$ cat config.mk
export PLATFORM = sky130hd
export DESIGN_NAME = mem_stage
export DESIGN_NICKNAME = d
export VERILOG_FILES = /design/src/rtl/mem_stage.sv
export SDC_FILE = /design/constraint.sdc
export NUM_CORES = 1
export LEC_CHECK = 0
export ABC_AREA = 1
export ABC_CLOCK_PERIOD_IN_PS = 4000
export BUFFER_PORTS_ARGS = -buffer_cell sky130_fd_sc_hd__clkbuf_2
export CORE_ASPECT_RATIO = 0.8
export CORE_UTILIZATION = 55
export DETAILED_ROUTE_END_ITERATION = 8
export GPL_ROUTABILITY_DRIVEN = 0
export HOLD_SLACK_MARGIN = 0.15
export PLACE_DENSITY = 0.95
export SETUP_SLACK_MARGIN = 0.4
export SLEW_MARGIN = 20
export SYNTH_ARGS = -nofsm -noshare
export SYNTH_HDL_FRONTEND = slang
export SYNTH_SLANG_ARGS = --single-unit
$ cat constraint.sdc
create_clock -name clk -period 4 [get_ports clk]
set_input_delay 0.4 -clock clk [delete_from_list [all_inputs] [get_ports clk]]
set_output_delay 0.4 -clock clk [all_outputs]
set_load 0.05 [all_outputs]
$ cat src/rtl/mem_stage.sv
// mem_stage: memory-access stage of the five-stage MIPS pipeline.
// Latches the execute-stage payload, waits for the data-SRAM response of
// loads/stores, aligns load data (including lwl/lwr lane enables) and hands
// the result to write-back. A flush from write-back drops any response that
// is still in flight for the killed instruction.
module mem_stage (
    input  logic         clk,
    input  logic         resetn,
    input  logic         flush,
    output logic         ms_allowin,
    input  logic         es_to_ms_valid,
    input  logic [124:0] es_to_ms_bus,
    input  logic         ws_allowin,
    output logic         ms_to_ws_valid,
    output logic [85:0]  ms_to_ws_bus,
    input  logic         data_data_ok,
    input  logic [31:0]  data_rdata,
    output logic [9:0]   stall_ms_bus,
    output logic [32:0]  forward_ms_bus
);

    logic         ms_valid_r;
    logic [124:0] es_to_ms_bus_r;
    logic         buf_valid_r;
    logic [31:0]  buf_data_r;
    logic         cancel_r;

    logic [4:0]  ctrl_s;          // bd, exc_sys, eret, cp0_wen, res_from_cp0
    logic [7:0]  cp0_addr_s;
    logic        mem_req_s;
    logic        load_op_s;
    logic [2:0]  load_type_s;
    logic [1:0]  addr_low_s;
    logic [3:0]  bus_gr_we_s;
    logic [4:0]  dest_s;
    logic [31:0] alu_result_s;
    logic [31:0] pc_s;
    logic        unused_bits_s;

    logic        ms_ready_go_s;
    logic [31:0] ld_s;
    logic [31:0] final_result_s;
    logic [3:0]  gr_we_s;
    logic        buf_capture_s;
    logic        cancel_set_s;

    assign ctrl_s        = es_to_ms_bus_r[124:120];
    assign cp0_addr_s    = es_to_ms_bus_r[119:112];
    assign mem_req_s     = es_to_ms_bus_r[111];
    assign load_op_s     = es_to_ms_bus_r[110];
    assign load_type_s   = es_to_ms_bus_r[109:107];
    assign addr_low_s    = es_to_ms_bus_r[106:105];
    assign unused_bits_s = ^es_to_ms_bus_r[104:73];
    assign bus_gr_we_s   = es_to_ms_bus_r[72:69];
    assign dest_s        = es_to_ms_bus_r[68:64];
    assign alu_result_s  = es_to_ms_bus_r[63:32];
    assign pc_s          = es_to_ms_bus_r[31:0];

    // Align the loaded word for each load flavour; byte lane chosen by addr_low.
    function automatic logic [31:0] load_result(input logic [2:0]  lt,
                                                input logic [1:0]  a,
                                                input logic [31:0] ld);
        logic [31:0] shr;
        logic [7:0]  b;
        logic [15:0] h;
        shr = ld >> {a, 3'b000};
        b   = shr[7:0];
        h   = a[1] ? ld[31:16] : ld[15:0];
        case (lt)
            3'd0:    load_result = ld;
            3'd1:    load_result = {{24{b[7]}}, b};
            3'd2:    load_result = {24'h000000, b};
            3'd3:    load_result = {{16{h[15]}}, h};
            3'd4:    load_result = {16'h0000, h};
            3'd5:    load_result = ld << {~a, 3'b000};
            3'd6:    load_result = shr;
            default: load_result = ld;
        endcase
    endfunction

    // Register-file byte-lane enables; only lwl/lwr write partial words.
    function automatic logic [3:0] load_gr_we(input logic [2:0] lt,
                                              input logic [1:0] a);
        case (lt)
            3'd5: begin
                case (a)
                    2'd0:    load_gr_we = 4'b1000;
                    2'd1:    load_gr_we = 4'b1100;
                    2'd2:    load_gr_we = 4'b1110;
                    default: load_gr_we = 4'b1111;
                endcase
            end
            3'd6: begin
                case (a)
                    2'd0:    load_gr_we = 4'b1111;
                    2'd1:    load_gr_we = 4'b0111;
                    2'd2:    load_gr_we = 4'b0011;
                    default: load_gr_we = 4'b0001;
                endcase
            end
            default: load_gr_we = 4'b1111;
        endcase
    endfunction

    assign ms_ready_go_s  = !mem_req_s || (data_data_ok && !cancel_r) || buf_valid_r;
    assign ms_allowin     = !ms_valid_r || (ms_ready_go_s && ws_allowin);
    assign ms_to_ws_valid = ms_valid_r && ms_ready_go_s;
    assign ld_s           = buf_valid_r ? buf_data_r : data_rdata;

    // Capture a live response when WB is not ready, so it survives the stall.
    assign buf_capture_s = data_data_ok && !cancel_r && ms_valid_r && mem_req_s
                           && !buf_valid_r && !ws_allowin;

    // On flush, remember a response still owed to a killed instruction: either
    // the one waiting in MS or the ES one whose request already went out.
    // A response consumed this cycle (including a cancelled one) is not owed.
    assign cancel_set_s = (ms_valid_r && mem_req_s && !buf_valid_r
                           && !(data_data_ok && !cancel_r))
                          || (es_to_ms_valid && ms_allowin && es_to_ms_bus[111])
                          || (cancel_r && !data_data_ok);

    // Result and lane-enable selection for loads, stores and ALU ops.
    always_comb begin
        final_result_s = alu_result_s;
        gr_we_s        = bus_gr_we_s;
        if (load_op_s) begin
            final_result_s = load_result(load_type_s, addr_low_s, ld_s);
            gr_we_s        = load_gr_we(load_type_s, addr_low_s);
        end else if (mem_req_s) begin
            final_result_s = alu_result_s;
            gr_we_s        = 4'b0000;
        end else begin
            final_result_s = alu_result_s;
            gr_we_s        = bus_gr_we_s;
        end
    end

    assign ms_to_ws_bus   = {ctrl_s, cp0_addr_s, gr_we_s, dest_s, final_result_s, pc_s};
    assign stall_ms_bus   = {ms_valid_r && (|gr_we_s), gr_we_s & {4{ms_valid_r}}, dest_s};
    assign forward_ms_bus = {ms_valid_r && ms_ready_go_s, final_result_s};

    // Stage valid, response buffer flag and cancel tracking.
    always_ff @(posedge clk) begin
        if (!resetn) begin
            ms_valid_r  <= 1'b0;
            buf_valid_r <= 1'b0;
            cancel_r    <= 1'b0;
        end else if (flush) begin
            ms_valid_r  <= 1'b0;
            buf_valid_r <= 1'b0;
            cancel_r    <= cancel_set_s;
        end else begin
            if (ms_allowin) begin
                ms_valid_r <= es_to_ms_valid;
            end
            if (ms_to_ws_valid && ws_allowin) begin
                buf_valid_r <= 1'b0;
            end else if (buf_capture_s) begin
                buf_valid_r <= 1'b1;
            end
            cancel_r <= cancel_r && !data_data_ok;
        end
    end

    // Buffered response data, held until the instruction moves to WB.
    always_ff @(posedge clk) begin
        if (!resetn) begin
            buf_data_r <= 32'h0000_0000;
        end else if (!flush && buf_capture_s) begin
            buf_data_r <= data_rdata;
        end
    end

    // Execute-stage payload latch; a flushed cycle latches nothing.
    always_ff @(posedge clk) begin
        if (!resetn) begin
            es_to_ms_bus_r <= 125'd0;
        end else if (es_to_ms_valid && ms_allowin && !flush) begin
            es_to_ms_bus_r <= es_to_ms_bus;
        end
    end

endmodule

* Yosys cells after proc, flatten, opt, wreduce, memory -nomap -nowiden
Cells that the tools add are included.
W data, S select, Z words.
** Cells by class
- Eq/ne operators :: 8
- Shift operators :: 2
- Mux-type cells :: 10
- Bitwise logic cells :: 3
- Reduce and logical (&&, ||, !) cells :: 34
** Operator list (number)
- $pmux W32 S6 :: 1
- $mux W32 :: 2
- $shl A32 B5 Y32 :: 1
- $shr A32 B5 Y32 :: 1
- $logic_and A1 B1 Y1 :: 17
- $mux W16 :: 1
- $pmux W4 S3 :: 1
- $eq A3 B3 Y1 const B :: 3
- $pmux W3 S3 :: 1
- $logic_not A1 Y1 :: 8
- $mux W4 :: 2
- $pmux W4 S2 :: 1
- $eq A3 B2 Y1 const B :: 2
- $logic_or A1 B1 Y1 :: 5
- $and A4 B4 Y4 :: 1
- $reduce_or A4 Y1 :: 1
- $eq A3 B1 Y1 const B :: 1
- $reduce_or A3 Y1 :: 1
- $eq A2 B1 Y1 const B :: 1
- $eq A2 B2 Y1 const B :: 1
- $logic_not A2 Y1 :: 1
- $not A2 Y2 :: 1
- $reduce_or A2 Y1 :: 1
- $mux W1 :: 1
- $not A1 Y1 :: 1
** Word-level totals
- Flip-flop bits (word level) :: 160
- Bits of input ports :: 163
- Output and inout port bits :: 131
- Logic and storage cells :: 62

* Longest topological paths before layout
- Word-level depth :: 11
- Gate-level depth with buffers :: 13
- Mapped depth without buffers :: 11

* Worst setup path after synthesis
OpenSTA, ideal clock, no wires.
- Path kind :: flip-flop to output port
- Start point :: register es_to_ms_bus_r[107]
- End point :: output port stall_ms_bus[8]
- Data arrival time :: 2.323 ns
- Data required time :: 3.600 ns
- Setup slack :: 1.277 ns
- Cell stages (with the launch flop) :: 7
- Buffers on the path :: 0
- Cells stage by stage :: dfxtp_1 inv_2 nand3_2 inv_1 a31oi_1 inv_1 nor2_1
** Between the ends
- Cells in the longest elaborated chain, start to end :: 4
- Elaborated cells on any way between the ends :: 5
- Those cells by class :: 2 x eq/ne; 2 x mux; 1 x bitwise
** RTL lines
- start: declaration :: line 23 : logic [124:0] es_to_ms_bus_r;
- start signal: assignment :: line 179 : es_to_ms_bus_r <= es_to_ms_bus;
- $eq A3 B3 Y1 :: line 84 : case (lt)
- $pmux W4 S2 (*) :: line 84
- $mux W4 (*) :: line 126 : if (load_op_s) begin
- net ms_to_ws_bus[72] :: line 15 : output logic [85:0] ms_to_ws_bus,
- $and A4 B4 Y4 (*) :: line 139 : assign stall_ms_bus = {ms_valid_r && (|gr_we_s), gr_we_s & {4{ms_valid_r}}, dest_s};
- end: declaration :: line 18 : output logic [9:0] stall_ms_bus,
Mark *: on every way through the listed nets, which the timed path passes. The rest lies on a longest branch.

* Worst setup path in the final report
- Start point :: register es_to_ms_bus_r[105]
- End point :: output port forward_ms_bus[21]
** Between the ends
- Cells in the longest elaborated chain, start to end :: 4
- Elaborated cells on any way between the ends :: 5
- Those cells by class :: 2 x shift; 2 x mux; 1 x bitwise
** RTL lines
- $not A2 Y2 :: line 75 : 3'd5: load_result = ld << {~a, 3'b000};
- $shl A32 B5 Y32 :: line 75
- $pmux W32 S6 (*) :: line 69 : case (lt)
- $mux W32 (*) :: line 126
- end: declaration :: line 19 : output logic [32:0] forward_ms_bus
Every way passes the cells marked *; elsewhere a longest branch is shown, timed or not.

==> impl_metrics.tcl <==
set metrics [dict create \
    grt_busiest_layer "met2" \
    synth_edf_count 0 \
    end_kind "output port" \
    cts-hold-fix-buffers 0 \
    via_count 9078 \
    slew_headroom 0.3877 \
    final_nets 1538 \
    hold_viol_final 0 \
    clkTransAtPathRegs_ps 60 \
    overflow 0 \
    area_growth_pct 12.89 \
    cts_tree "built" \
    dr.pass1.iters 6 \
    dp.final_hpwl_mm 17.63 \
    utilization 0.6376 \
    dp_slack_ps 1025 \
    htreeDepth 4 \
    synth_top_cell_by_area "dfxtp_1" \
    dp.cells 1540 \
    clock-sinks 128 \
    antenna_left 0 \
    core_mm2 0.01430 \
    met2_usage 0.5240 \
    final_cell_area_mm2 0.009116 \
    synth_top_area_frac 0.3173 \
    path_cells "buf_4, inv_1, buf_4, nor2_1, nand2_1, nor2_1, nor2_1, nand3_1, o21ai_1, nand2_1, clkbuf_2" \
    syn_nets 1423 \
    ir_drop_v 0.0003438 \
    num_io_pins 294 \
    crit_type "reg -> out" \
    report.final.slew_viol_count 0 \
    drt_iter0_markers 1237 \
    finalWorstSetupSlack_ps 574.1 \
    drv_cap 0 \
    setup_viol 0 \
    powerDensity_mw_per_mm2 424.1 \
    clockBufferDepth 2 \
    hp-class "in -> reg" \
    use_met3 0.1070 \
    power_leakage_nw 4.259 \
    rows 39 \
    layout.cells.non_filler 1572 \
    ys_ff_latch 128 \
    vias_per_cell 5.775 \
    fin_crit_sh 0.8565 \
    drive_gt1_frac 0.2399 \
    dieArea_mm2 0.01517 \
    wirelength_mm 25.52 \
    grt_max_degree 88 \
    num_antenna_cells 0 \
    die_height_um 110.4 \
    ys_seq_area_frac 0.3173 \
    numPortBuffers 261 \
    grt_util_met1 0.3990 \
    grt_usage 0.3303 \
    netlist_instances 1260 \
    synthArstFlopShare 0 \
    worst_slew_pin_slew_ps 918.4 \
    cp.arrival_ps 3030 \
    numCtsBuffers 17 \
    drc 0 \
    clockRootBuffer "clkbuf_16" \
    worstSkewPairLatency_ps 420 \
    postSynthAreaPerCell_um2 6.409 \
    syn-cell-area_mm2 0.008075 \
    antenna_found_initial 0 \
    initial_core_util 0.5648 \
    required_ps 3600 \
    worst_hold_slack_ps 195.5 \
    crit_path_max_incr_delay_ps 540 \
    timing.setup.tns_ps 0 \
    crit_path_start_kind "flip-flop" \
    wl_per_cell_um 16.23 \
    yosysUniqueCellTypes 31 \
    outcome "finished clean" \
    fmax_mhz 291.9 \
    dpl-instance-area_mm2 0.008552 \
    fin_crit_ps 3426 \
    ys_warn_count 0 \
    critPathMostFrequentCell "nor2_1" \
    slowest_stage "nor2_1" \
    clock_skew_ps 6.921 \
    die_w_um 137.5 \
    synthTopCellsByArea "dfxtp_1 32%, nand2_1 15%, a21oi_1 8.7%" \
    ys.flop_type "dfxtp_1" \
    grt_pass1_wl_mm 38.66 \
    total_power_mw 3.867 \
    critPathMaxFanout 29 \
    grt_pass1_vias 7912 \
    rsz0062_at_grt "no" \
]
power by group:
part / switching (mW) / total, mW / internal, mW
sequential: 0.0350 / 1.36 / 1.32
combinational: 0.769 / 1.01 / 0.245
clock: 0.664 / 1.49 / 0.831
Yosys cell counts, types with 2 or more instances:
cell type  count
o21ai_1       10
buf_6         17
nor2_1       108
o21ai_0       41
buf_4         92
buf_2         20
inv_1         52
clkbuf_1      41
a31oi_1        4
nand4_1       86
and2_1        13
nor2_2         2
dfxtp_1      128
nand2_1      331
a21boi_0       2
nand3_2        4
inv_2         10
nand2_2        4
nand3_1      138
buf_1          7
a21oi_1      140
layer usage:
layer	up-vias	wire length, um
met3	109	2600
met1	4075	10060
met4	0	957
li1	4329	-
met2	565	11910
met5	-	0
final cells by class:
cell class | count | area [um^2]
fillers | 1313 | 5181
multi-input cells | 892 | 4124
clock buffers | 18 | 439.2
well taps | 184 | 230.2
flip-flops and latches | 128 | 2564
repair buffers | 273 | 1396
clock inverters | 14 | 123.9
inverters | 63 | 239.0
final timing paths:
check	from	to	slack [ps]	cells past startpoint
hold / removal	ws_allowin	buf_valid_r	200	2
setup reg to reg	buf_valid_r	es_to_ms_bus_r[45]	1530	9
setup / recovery	es_to_ms_bus_r[105]	forward_ms_bus[21]	570	11
hold reg to reg	buf_data_r[30]	buf_data_r[30]	440	2
critical path, delay by kind of cell, from the launching register on:
family | cells | cell delay (ps)
flops | 1 | 310
compound gates | 1 | 100
simple gates | 6 | 1180
buf+inv | 4 | 1000
flip-flops by register name, summed over array words and instances (netlist names):
register / flops
buf_data_r: 32
ms_valid_r: 1
buf_valid_r: 1
es_to_ms_bus_r: 93
cancel_r: 1
kinds of logic (layout without fill, tap and decap cells):
kind of cell	Yosys count	in the layout	synth area share
simple gates	690	690	0.3807
buf+inv	240	368	0.1735
flops	128	128	0.3173
compound gates	202	202	0.1284
placed cells by master, fill, tap and decap left out, drive strengths merged:
cell	count
a21oi	140
nor3	1
o31ai	1
nand4	86
a31oi	4
buf	13
a221oi	1
o21ai	52
dfxtp	128
o22a	1
a21boi	2
inv	70
or2	1
o21bai	1
nor2	111
and2	13
nand3	142
nand2	336
clkinv	5
clkbuf	278
clkinvlp	2
timing repair:
action / 4_1_cts / 5_1_grt
endpoints found under the setup margin: 0 / 40
buffers inserted: 0 / 0
gates resized for setup: 0 / 1
Note: power is estimated with default switching activity, not from simulation.
